===== src/rtl/vga_timing_checker_pkg.sv =====
// rtl/vga_timing_checker_pkg.sv - shared FSM encoding and default 640x480 timing constants
package vga_timing_checker_pkg;

  localparam logic [1:0] ST_SEARCH = 2'd0;
  localparam logic [1:0] ST_CHECK  = 2'd1;
  localparam logic [1:0] ST_LOCKED = 2'd2;

  localparam int DEF_HTOTAL = 800;
  localparam int DEF_HPULSE = 96;
  localparam int DEF_VTOTAL = 521;
  localparam int DEF_VPULSE = 2;

  localparam logic [10:0] CNT_MAX = 11'd2047;

  function automatic logic [10:0] sat_inc(input logic [10:0] v);
    return (v == CNT_MAX) ? v : v + 11'd1;
  endfunction

endpackage


===== src/rtl/vga_edge_meas.sv =====
// rtl/vga_edge_meas.sv - active-low sync edge detector with saturating period/width counter
module vga_edge_meas
  import vga_timing_checker_pkg::*;
(
  input  logic        clk,
  input  logic        rst,
  input  logic        sync,
  input  logic        inc,
  input  logic [10:0] load_val,
  output logic        fall,
  output logic        rise,
  output logic [10:0] cnt,
  output logic [10:0] period,
  output logic [10:0] width
);

  logic sync_q;

  assign fall = sync_q & ~sync;
  assign rise = ~sync_q & sync;

  // period and width capture the count before this cycle's update
  always_ff @(posedge clk) begin
    if (rst) begin
      sync_q <= 1'b1;
      cnt    <= 11'd0;
      period <= 11'd0;
      width  <= 11'd0;
    end else begin
      sync_q <= sync;
      if (fall) begin
        cnt    <= load_val;
        period <= cnt;
      end else if (inc) begin
        cnt <= sat_inc(cnt);
      end
      if (rise) begin
        width <= cnt;
      end
    end
  end

endmodule


===== config.mk =====
export PLATFORM = sky130hd
export DESIGN_NAME = vga_edge_meas
export DESIGN_NICKNAME = d
export VERILOG_FILES = /design/src/rtl/vga_timing_checker_pkg.sv /design/src/rtl/vga_edge_meas.sv
export SDC_FILE = /design/constraint.sdc
export NUM_CORES = 1
export LEC_CHECK = 0
export ABC_AREA = 1
export BUFFER_PORTS_ARGS = -buffer_cell sky130_fd_sc_hd__clkbuf_2
export CAP_MARGIN = 20
export CORE_UTILIZATION = 50
export DETAILED_ROUTE_END_ITERATION = 7
export HOLD_SLACK_MARGIN = 0.12
export PLACE_DENSITY = 0.88
export SYNTH_ARGS = -nofsm -noshare
export SYNTH_HDL_FRONTEND = slang
export SYNTH_SLANG_ARGS = --single-unit
export TNS_END_PERCENT = 30

===== constraint.sdc =====
create_clock -name clk -period 1.5 [get_ports clk]
set_clock_uncertainty 0.05 [all_clocks]
set_input_delay 0.3 -clock clk [delete_from_list [all_inputs] [get_ports clk]]
set_output_delay 0.3 -clock clk [all_outputs]
set_load 0.005 [all_outputs]

==> results of run 1 <==
## synthesized netlist by cell type, drive strengths merged
| cell type | n | area (um2) |
|---|---|---|
| nand2 | 49 | 229 |
| nor2 | 39 | 169 |
| dfxtp | 34 | 681 |
| clkbuf | 4 | 15.0 |
| buf | 6 | 30.0 |
| o21bai | 1 | 7.51 |
| inv | 19 | 71.3 |
| a21oi | 20 | 100 |
| clkinv | 1 | 8.76 |
| nand3 | 20 | 113 |
| o21ai | 30 | 150 |
| o31ai | 1 | 7.51 |
| ha | 1 | 12.5 |
## tightest hold or removal path, delay by kind of cell
| family | cells | cell delay [ns] |
|---|---|---|
| AND/OR/NAND/NOR | 1 | 0.07 |
| buffers and inverters | 2 | 0.16 |
## kinds of logic (layout without fill, tap and decap cells)
logic type,Yosys count,after routing
compound gates,52,52
fa+ha+maj,1,1
buf+inv,30,96
flops,34,34
simple gates,108,108
## final timing paths
path                  start         to  slack [ns]
setup / recovery     cnt[0]     cnt[1]      -0.005
hold / removal         sync     sync_q        0.18
setup reg to reg     cnt[0]     cnt[1]      -0.005
hold reg to reg   period[6]  period[6]        0.45
## per-stage QoR
step           util, %  setup TNS [ns]  hold WS (ns)
2_1_floorplan        -               0         0.390
3_3_place_gp      65.0               0         0.414
3_5_place_dp      65.0               0         0.442
4_1_cts           69.0        -0.00357         0.172
5_1_grt           70.6         -0.0987         0.183
6_report          70.6        -0.00507         0.178
## registers in the layout, summed over array words and instances (netlist names)
signal	count
cnt	11
period	11
width	11
sync_q	1
## layer usage
layer  part of all wire [%]  up-vias  routed length [um]
li1                       -      861                   -
met1                     42      807                1870
met2                     50       87                2200
met3                    7.1        8                 313
met4                    1.2        0                  55
met5                      0        -                   0
## what timing repair did
item                                    in CTS  in global routing
buffers inserted                             0                  3
gates resized for setup                      3                  7
pin swaps                                    1                  2
endpoints found under the setup margin       3                 12
hold buffers                                 0                  0
## final cells by class
type,instances,area [um2],area share [%]
Clock buffer,6,51.3,2.40
Inverter,20,83.8,3.92
Multi-Input combinational cell,161,812,38.0
Clock inverter,2,60.1,2.81
Tap cell,44,55.1,2.57
Timing Repair Buffer,68,392,18.3
Sequential cell,34,684,32.0
## power breakdown
group	total, uW	switching (uW)	internal, uW
clock network	881	317	565
logic	395	224	171
registers	1020	52.9	969
==> results.rst, run 1 <==
.. list-table::
   :header-rows: 1

   * - Metric
     - Value
   * - Number of register bits inferred by synthesis
     - 34
   * - Number of primary I/O pins
     - 50
   * - CP max stage delay
     - 0.38 ns
   * - Global route total overflow
     - 0
   * - Area after DPL
     - 1970 um2
   * - CORE AREA
     - 3030 um2
   * - Depth of the CTS H-tree
     - 2
   * - Final net count
     - 306
   * - GR Layer Usage met3
     - 7.25%
   * - Failing checks
     - negative setup slack
   * - Number of design rule violations left after detail routing
     - 0
   * - Inserted Diodes
     - 0
   * - Run status
     - complete, but fails checks
   * - Pleak
     - 0.00106 uW
   * - Clk pin slew, worst setup/hold paths
     - 0.10 ns
   * - Mapped Cells
     - 225
   * - Crit path max-delay cell type
     - dfxtp_2
   * - Simple-gate share of the synthesized area
     - 32.0%
   * - Average wire per cell in the routed design
     - 13.2 um
   * - Final standard cell area without fillers
     - 2140 um2
   * - Number of buffers inserted during clock tree synthesis
     - 5
   * - Kind of critical path
     - flop to flop
   * - Transition time of the tightest slew-check pin
     - 0.258 ns
   * - Placed wire-length estimate
     - 3070 um
   * - Sequential area share after synthesis
     - 42.7%
   * - Headroom to the max-slew limit
     - 82.8%
   * - Syn Area/Cell
     - 7.08 um2
   * - Number of buffer and inverter instances along the worst setup path
     - 0
   * - Multiplexer share of the synthesized area
     - 0%
   * - Area of the mapped netlist
     - 1590 um2
   * - Final Max Tran Viols
     - 0
   * - Number of cells on the critical path
     - 8
   * - Die boundary height
     - 58.5 um
   * - Length of the first detailed-routing pass in iterations
     - 4
   * - Buffers from clock root to sink, at most
     - 2
   * - Layout overhead on the synthesized area
     - 34.1%
   * - Antenna violations before repair
     - 0
   * - Compound-gate portion of the synthesized area
     - 16.6%
   * - Fin. Hold Viols
     - 0
   * - Count of buffers from port buffering
     - 49
   * - Register-to-Register Path Depth
     - 8
   * - Highest-count cells in the layout ignoring fill and taps
     - clkbuf_2, nand2_1, nor2_1, dfxtp_1, o21ai_0
   * - Detail Route Antenna Nets
     - 0
   * - Dominant combinational cell family by area after synthesis
     - simple AND/OR/NAND/NOR gates
   * - Largest voltage drop on the vdd net
     - 0.000609 V
   * - Combined global-route utilization of all metal layers
     - 26.3%
   * - Fraction of final layout cells with drive strength greater than 1
     - 33.0%
   * - Overall power after layout
     - 2300 uW
   * - XOR/XNOR Fraction of Synth Area
     - 0%
   * - Skew-Pair Late Insertion Delay
     - 0.33 ns
   * - Maximum number of pins on one net before global-route repair
     - 22
   * - Top Usage Layer GRT
     - met2
   * - Syn nets
     - 241
   * - Most common cell after layout, fill and taps aside
     - clkbuf_2
   * - Library cells used by synthesis
     - 21
   * - Met2 Resource Use GR
     - 43.2%
   * - Cell chosen for the clock root
     - clkbuf_4
   * - CP Capture Type
     - flop
   * - Initial core utilization
     - 52.6%
   * - Setup WS pre-CTS
     - 0.0532 ns
   * - WP data required
     - 1.68 ns
   * - Die Outline Area
     - 3420 um2
   * - Final number of setup-violating endpoints
     - 1
   * - Clock period minus worst slack
     - 1.51 ns
   * - Total power density per cell area
     - 1070 nW/um2
   * - Total clock sinks
     - 34
   * - Number of vias in the routed layout
     - 1,763
   * - Number of cells in the finished layout apart from fillers
     - 335
   * - Global-route wire length before repair
     - 6850 um
   * - Weighted congestion at the end of routability-driven global placement
     - 0.871
   * - RSZ-0062 raised after global routing
     - yes
   * - Class of the tightest hold or removal check
     - input pin to flop
   * - Vias in the first global route
     - 1,555
   * - CP delay by family, top
     - simple AND/OR/NAND/NOR gates
   * - Number of standard-cell rows in the floorplan
     - 20
   * - Ys Warns
     - 0
   * - Setup ws final
     - -0.00507 ns
   * - Clock tree from TritonCTS
     - built
   * - Number of instances in the placed design
     - 324
   * - Critical path startpoint category
     - flop
   * - Most frequent cell on the critical path
     - nand2_8
   * - Total Wirelength
     - 4430 um
   * - Crit path DAT
     - 1.68 ns
   * - Area share of fa/ha/maj cells after synthesis
     - 0.785%
   * - Final worst-path cycle share
     - 100%
   * - Number of fill cells
     - 246
   * - Die width
     - 58.5 um
   * - Hold Path Cell Cnt
     - 3
   * - Critical-path cell list
     - ha_4, nand2_4, nor2_4, nand3_4, nand2_8, nand2_8, o21ai_1, nor2_1
   * - Detail-routed via count per cell
     - 5.26
   * - Achievable frequency
     - 664 MHz
   * - DRC marker count from the first detailed-route iteration
     - 134
   * - Maximum capacitance violations
     - 0
   * - Met1 usage
     - 33.0%
   * - Largest fanout on the critical path
     - 8
No activity file was read; power rests on OpenSTA's default activity.
==> run 2, diff against run 1 <==
--- a/config.mk
+++ b/config.mk
@@ -8,10 +8,12 @@
 export ABC_AREA = 1
 export BUFFER_PORTS_ARGS = -buffer_cell sky130_fd_sc_hd__clkbuf_2
 export CAP_MARGIN = 20
-export CORE_UTILIZATION = 50
+export CELL_PAD_IN_SITES_DETAIL_PLACEMENT = 0
+export CELL_PAD_IN_SITES_GLOBAL_PLACEMENT = 2
+export CORE_UTILIZATION = 27
 export DETAILED_ROUTE_END_ITERATION = 7
 export HOLD_SLACK_MARGIN = 0.12
-export PLACE_DENSITY = 0.88
+export PLACE_DENSITY = 0.89
 export SYNTH_ARGS = -nofsm -noshare
 export SYNTH_HDL_FRONTEND = slang
 export SYNTH_SLANG_ARGS = --single-unit
==> results.rst, run 2 (synthesis results as in run 1) <==
.. list-table::
   :header-rows: 1

   * - Metric
     - Value
   * - Origin of the worst setup path
     - sync_q
   * - Crit path max-delay cell type
     - dfxtp_1
   * - Most common cell after layout, fill and taps aside
     - clkbuf_2
   * - Number of buffers inserted during clock tree synthesis
     - 5 (unchanged)
   * - Total Wirelength
     - 4590 um (+3.6%)
   * - Setup slack on the worst flop-to-flop path
     - 0.10 ns (+0.11 ns)
   * - Maximum number of pins on one net before global-route repair
     - 22 (unchanged)
   * - Number of design rule violations left after detail routing
     - 0 (unchanged)
   * - Overall power after layout
     - 2250 uW (-2.0%)
   * - Largest voltage drop on the vdd net
     - 0.000509 V (-16%)
   * - End of the worst register-to-register path
     - cnt[1]
   * - Startpoint of the lowest-slack register-to-register path
     - cnt[6]
   * - Number of primary I/O pins
     - 50 (unchanged)
   * - Run status
     - finished clean
   * - Highest-count cells in the layout ignoring fill and taps
     - clkbuf_2, nand2_1, nor2_1, dfxtp_1, o21ai_0
   * - Number of vias in the routed layout
     - 1,641 (-6.9%)
   * - Antenna violations before repair
     - 0 (unchanged)
   * - Die width
     - 78.8 um (+35%)
   * - Weighted congestion at the end of routability-driven global placement
     - 0.824 (-5.4%)
   * - Fin. Hold Viols
     - 0 (unchanged)
   * - Final number of setup-violating endpoints
     - 0 (-1)
   * - Layout overhead on the synthesized area
     - 36.3%
   * - Final Max Tran Viols
     - 0 (unchanged)
   * - Capture point of the worst path
     - rise
   * - Setup WS pre-CTS
     - 0.0612 ns (+0.00803 ns)
   * - Setup ws final
     - 0.0596 ns (+0.0647 ns)
   * - Die Outline Area
     - 6210 um2 (+82%)
   * - Hold-fix buffer count after cts
     - 0 (unchanged)
   * - Global route total overflow
     - 0 (unchanged)
   * - RSZ-0062 raised after global routing
     - yes
   * - Final worst-path cycle share
     - 96.0% (-4.3 points)
   * - Buffers from clock root to sink, at most
     - 2 (unchanged)
   * - Critical-path cell list
     - nor2_1, buf_6, clkbuf_2
   * - Depth of the CTS H-tree
     - 2 (unchanged)
   * - Skew-Pair Late Insertion Delay
     - 0.29 ns (-0.04 ns)
   * - Number of standard-cell rows in the floorplan
     - 27 (+35%)
   * - Total clock sinks
     - 34 (unchanged)
   * - Crit path DAT
     - 1.09 ns (-0.59 ns)
   * - Transition time of the tightest slew-check pin
     - 0.228 ns (-0.0294 ns)
   * - Top flop regs
     - cnt: 11 flops, period: 11 flops, width: 11 flops
   * - Largest fanout on the critical path
     - 21 (+13)
   * - Register-to-Register Path Depth
     - 7 (-1)
   * - Number of cells in the finished layout apart from fillers
     - 362 (+8.1%)
   * - CP delay by family, top
     - flip-flops
   * - WP data required
     - 1.15 ns (-0.53 ns)
   * - Detail Route Antenna Nets
     - 0 (unchanged)
   * - Die boundary height
     - 78.8 um (+35%)
   * - Total power density per cell area
     - 1040 nW/um2 (-3.5%)
   * - Combined global-route utilization of all metal layers
     - 15.9% (-10 points)
   * - Initial core utilization
     - 28.4% (-24 points)
   * - Length of the first detailed-routing pass in iterations
     - 4 (unchanged)
   * - Global-route wire length before repair
     - 7410 um (+8.2%)
   * - Placed wire-length estimate
     - 3580 um (+16%)
   * - Number of cells on the critical path
     - 3 (-5)
   * - Hold WS
     - 0.193 ns (+0.0143 ns)
   * - Class of the tightest hold or removal check
     - input pin to flop
   * - Clk pin slew, worst setup/hold paths
     - 0.07 ns (-0.03 ns)
   * - Critical path startpoint category
     - flop
   * - Final net count
     - 305 (-0.33%)
   * - Average wire per cell in the routed design
     - 12.7 um (-4.1%)
   * - Pleak
     - 0.00105 uW (-1.1%)
   * - DRC marker count from the first detailed-route iteration
     - 61 (-54%)
   * - Number of buffer and inverter instances along the worst setup path
     - 2 (+2)
   * - Fraction of final layout cells with drive strength greater than 1
     - 32.1% (-0.92 points)
   * - Cell chosen for the clock root
     - clkbuf_8
   * - Inserted Diodes
     - 0 (unchanged)
   * - Vias in the first global route
     - 1,565 (+0.64%)
   * - Clock period minus worst slack
     - 1.44 ns (-0.0647 ns)
   * - Kind of critical path
     - flop to output pin
   * - CP max stage delay
     - 0.33 ns (-0.05 ns)
   * - Achievable frequency
     - 694 MHz (+4.5%)
   * - Detail-routed via count per cell
     - 4.53 (-14%)
   * - CP Capture Type
     - output pin
   * - Maximum capacitance violations
     - 0 (unchanged)
   * - Count of buffers from port buffering
     - 49 (unchanged)
   * - Headroom to the max-slew limit
     - 84.8% (+2.0 points)
   * - Number of instances in the placed design
     - 352 (+8.6%)
   * - CORE AREA
     - 5610 um2 (+85%)
   * - Clock tree from TritonCTS
     - built
==> run 2: cell count changes in the layout (fill, tap and decap cells not counted), sizes merged <==
cell,change
buf,-1
bufinv,-1
clkbuf,-1
clkinvlp,+2
==> run 2: how the worst min path moves through the flow <==
stage	depth (start not counted)	start	slack, ns	end
after floorplan	2	sync	0.39	sync_q
after global placement	2	period[1]	0.42	period[1]
after detailed placement	2	period[1]	0.44	period[1]
after CTS	3	sync	0.19	sync_q
after global routing	3	sync	0.21	sync_q
final	3	sync	0.19	sync_q
==> run 2: worst register-to-register path, cell delays in order, from the launching register on <==
cell and delay (ns):
dfxtp_1 0.43, nand2_1 0.15, nor2_4 0.16, nand3_4 0.14, nand2_8 0.13, nand2_8 0.08, o21ai_1 0.12, nor2_1 0.05
==> run 2: power by group <==
part / leakage, uW / switching (uW) / internal (uW)
Clock: 0.0000504 / 351 / 494
Combinational: 0.000718 / 220 / 172
Sequential: 0.000281 / 48.3 / 968
==> run 2: stage by stage <==
step	util [%]	setup TNS, ns	area, um2
finish	38.8	0	2170
global route	38.8	-0.0133	2170
CTS	38.0	0	2130
detailed placement	36.0	0	2020
global placement	36.0	0	2020
floorplan	-	0	1590
==> run 2: cell type report <==
cell class / count / area [um2]
Clock buffer: 5 / 68.8
Clock inverter: 3 / 45.0
Fill cell: 637 / 3430
Inverter: 20 / 83.8
Multi-Input combinational cell: 161 / 806
Sequential cell: 34 / 683
Tap cell: 72 / 90.1
Timing Repair Buffer: 67 / 397
==> run 2: layer usage <==
metal	global-route usage, %	wire length (um)	vias to the layer above	share of wire, %
met1	19.5	2090	726	46
met2	26.7	2180	49	48
li1	-	-	860	-
met4	6.55	77	0	1.7
met5	0	0	-	0
met3	3.79	239	6	5.2
==> run 2: timing repair <==
| action | 4_1_cts | 5_1_grt |
|---|---|---|
| gates resized for setup | 0 | 8 |
| hold endpoints to repair | 0 | 0 |
| endpoints found under the setup margin | 0 | 12 |
| setup buffers | 0 | 2 |
==> run 3, diff against run 2 <==
--- a/config.mk
+++ b/config.mk
@@ -6,7 +6,7 @@
 export NUM_CORES = 1
 export LEC_CHECK = 0
 export ABC_AREA = 1
-export BUFFER_PORTS_ARGS = -buffer_cell sky130_fd_sc_hd__clkbuf_2
+export BUFFER_PORTS_ARGS = -buffer_cell sky130_fd_sc_hd__buf_4
 export CAP_MARGIN = 20
 export CELL_PAD_IN_SITES_DETAIL_PLACEMENT = 0
 export CELL_PAD_IN_SITES_GLOBAL_PLACEMENT = 2
==> constraint.sdc (replaced) <==
create_clock -name clk -period 1.5 [get_ports clk]
set_clock_uncertainty 0.05 [all_clocks]
set_input_delay 0.3 -clock clk [delete_from_list [all_inputs] [get_ports clk]]
set_output_delay 0.3 -clock clk [all_outputs]
set_load 0.02 [all_outputs]
==> results.rst, run 3 (synthesis results as in run 1) <==
.. list-table::
   :header-rows: 1

   * - Metric
     - Value
   * - Detail Route Antenna Nets
     - 0 (unchanged)
   * - CORE AREA
     - 5610 um2 (unchanged)
   * - DRC marker count from the first detailed-route iteration
     - 78 (+28%)
   * - Largest fanout on the critical path
     - 7 (-67%)
   * - Placed wire-length estimate
     - 3380 um (-5.4%)
   * - Class of the tightest hold or removal check
     - input pin to flop
   * - Met2 Resource Use GR
     - 25.3% (-1.4 points)
   * - Largest voltage drop on the vdd net
     - 0.000470 V (-7.7%)
   * - Fin. Hold Viols
     - 0 (unchanged)
   * - RSZ-0062 raised after global routing
     - yes
   * - Number of standard-cell rows in the floorplan
     - 27 (unchanged)
   * - Critical path startpoint category
     - flop
   * - WP data required
     - 1.64 ns (+0.49 ns)
   * - Average wire per cell in the routed design
     - 12.9 um (+1.5%)
   * - GR Layer Usage met3
     - 4.37% (+0.57 points)
   * - Number of primary I/O pins
     - 50 (unchanged)
   * - Transition time of the tightest slew-check pin
     - 0.235 ns (+0.00668 ns)
   * - CP max stage delay
     - 0.36 ns (+0.03 ns)
   * - CP delay by family, top
     - simple AND/OR/NAND/NOR gates
   * - Inserted Diodes
     - 0 (unchanged)
   * - Number of design rule violations left after detail routing
     - 0 (unchanged)
   * - Maximum capacitance violations
     - 0 (unchanged)
   * - Headroom to the max-slew limit
     - 84.3% (-0.47 points)
   * - Buffers from clock root to sink, at most
     - 2 (unchanged)
   * - Total clock sinks
     - 34 (unchanged)
   * - Die width
     - 78.8 um (unchanged)
   * - Count of buffers from port buffering
     - 49 (unchanged)
   * - Cell chosen for the clock root
     - clkbuf_8
   * - Number of buffer and inverter instances along the worst setup path
     - 1 (-1)
   * - Final net count
     - 314 (+3.0%)
   * - Hold Path Cell Cnt
     - 3 (unchanged)
   * - Initial core utilization
     - 28.4% (unchanged)
   * - Final number of setup-violating endpoints
     - 0 (unchanged)
   * - Vias in the first global route
     - 1,471 (-6.0%)
   * - Number of vias in the routed layout
     - 1,661 (+1.2%)
   * - Die Outline Area
     - 6210 um2 (unchanged)
   * - Register-to-Register Path Depth
     - 9 (+2)
   * - Fraction of final layout cells with drive strength greater than 1
     - 35.1% (+3.0 points)
   * - Run status
     - finished clean
   * - Endpoint of the worst hold-timing path
     - cnt[0]
   * - Critical-path cell list
     - ha_4, nand2_2, nor2_4, nand3_4, nand2_8, buf_4, nand3_1, nand2_1, nor2_1
   * - Clock tree from TritonCTS
     - built
   * - Crit path DAT
     - 1.59 ns (+0.50 ns)
   * - Final worst-path cycle share
     - 96.9% (+0.91 points)
   * - Global-route wire length before repair
     - 7450 um (+0.57%)
   * - Maximum number of pins on one net before global-route repair
     - 25 (+14%)
   * - Crit path max-delay cell type
     - dfxtp_2
   * - Layout overhead on the synthesized area
     - 50.3%
   * - Die boundary height
     - 78.8 um (unchanged)
   * - Depth of the CTS H-tree
     - 2 (unchanged)
   * - Number of buffers inserted during clock tree synthesis
     - 5 (unchanged)
   * - Detail-routed via count per cell
     - 4.48 (-1.2%)
   * - Kind of critical path
     - flop to flop
   * - Top flop regs
     - cnt: 11 flops, period: 11 flops, width: 11 flops
   * - Number of fill cells
     - 605 (-5.0%)
   * - CP Capture Type
     - flop
   * - Length of the first detailed-routing pass in iterations
     - 4 (unchanged)
   * - Weighted congestion at the end of routability-driven global placement
     - 0.841 (+2.1%)
   * - Global route total overflow
     - 0 (unchanged)
   * - Met1 usage
     - 21.4% (+1.9 points)
   * - Combined global-route utilization of all metal layers
     - 16.2% (+0.26 points)
   * - Worst hold path startpoint
     - load_val[0]
   * - Final standard cell area without fillers
     - 2400 um2 (+10%)
   * - Clock period minus worst slack
     - 1.45 ns (+0.0136 ns)
   * - Total Wirelength
     - 4770 um (+4.0%)
   * - Area after DPL
     - 2140 um2 (+6.2%)
   * - Final Max Tran Viols
     - 0 (unchanged)
   * - Clk pin slew, worst setup/hold paths
     - 0.07 ns (about the same)
   * - Antenna violations before repair
     - 0 (unchanged)
   * - Startpoint of the lowest-slack register-to-register path
     - cnt[0]
   * - Top Usage Layer GRT
     - met2
   * - Pleak
     - 0.00115 uW (+9.1%)
   * - Skew-Pair Late Insertion Delay
     - 0.29 ns (about the same)
   * - Setup slack on the worst flop-to-flop path
     - 0.05 ns (-0.05 ns)
   * - Most common cell after layout, fill and taps aside
     - buf_4
   * - Highest-count cells in the layout ignoring fill and taps
     - buf_4, nand2_1, nor2_1, dfxtp_1, o21ai_0
   * - End of the worst register-to-register path
     - cnt[7]
   * - Final TNS setup
     - 0 ns (unchanged)
   * - Total power density per cell area
     - 1080 nW/um2 (+4.3%)
   * - Achievable frequency
     - 688 MHz (-0.94%)
==> run 3: metrics by stage <==
step,setup slack (ns),hold WS [ns],power (uW),cells,util (%)
2_1_floorplan,0.0485,0.390,1310,225,-
6_report,0.0459,0.246,2590,371,42.7
5_1_grt,-0.0240,0.271,2740,371,42.7
3_5_place_dp,-0.260,0.443,1540,352,38.2
4_1_cts,0.00712,0.247,2600,360,40.9
3_3_place_gp,-0.259,0.446,1540,352,38.2
==> run 3: repair_timing <==
item / in CTS / in global routing
setup buffers: 0 / 11
hold buffers: 0 / 0
setup endpoints to repair: 8 / 12
resized for setup: 2 / 6
pin swaps: 1 / 5
==> run 3: area by class of cell <==
class                      count  area (um2)  area share [%]
multi-input combinational    161         816            34.0
sequential                    34         684            28.6
timing repair buffer          76         583            24.3
tap                           72        90.1            3.76
clock buffer                   6        82.6            3.45
inverter                      20        80.1            3.34
clock inverter                 2        60.1            2.51
==> run 3: worst max path at each step <==
stage | depth (start not counted) | slack [ns] | to | from
2_1_floorplan | 8 | 0.05 | cnt[1] | cnt[1]
3_3_place_gp | 4 | -0.26 | rise | sync
3_5_place_dp | 4 | -0.26 | rise | sync
4_1_cts | 4 | 0.007 | fall | sync_q
5_1_grt | 9 | -0.02 | cnt[3] | cnt[0]
6_report | 9 | 0.05 | cnt[7] | cnt[0]
==> run 3: report_power, final <==
| part | internal, uW | switching, uW | total, uW |
|---|---|---|---|
| combinational | 226 | 297 | 523 |
| sequential | 969 | 50.9 | 1020 |
| clock | 709 | 341 | 1050 |
==> run 3: worst min-delay path, cell delays in order <==
cell	delay (ns)
buf_4	0.08
o21ai_0	0.07
a21oi_1	0.10
==> run 3: routing by layer <==
metal	wire length (um)	share of wire, %
met1	2260	47
met2	2230	47
met3	223	4.7
met4	57	1.2
met5	0	0
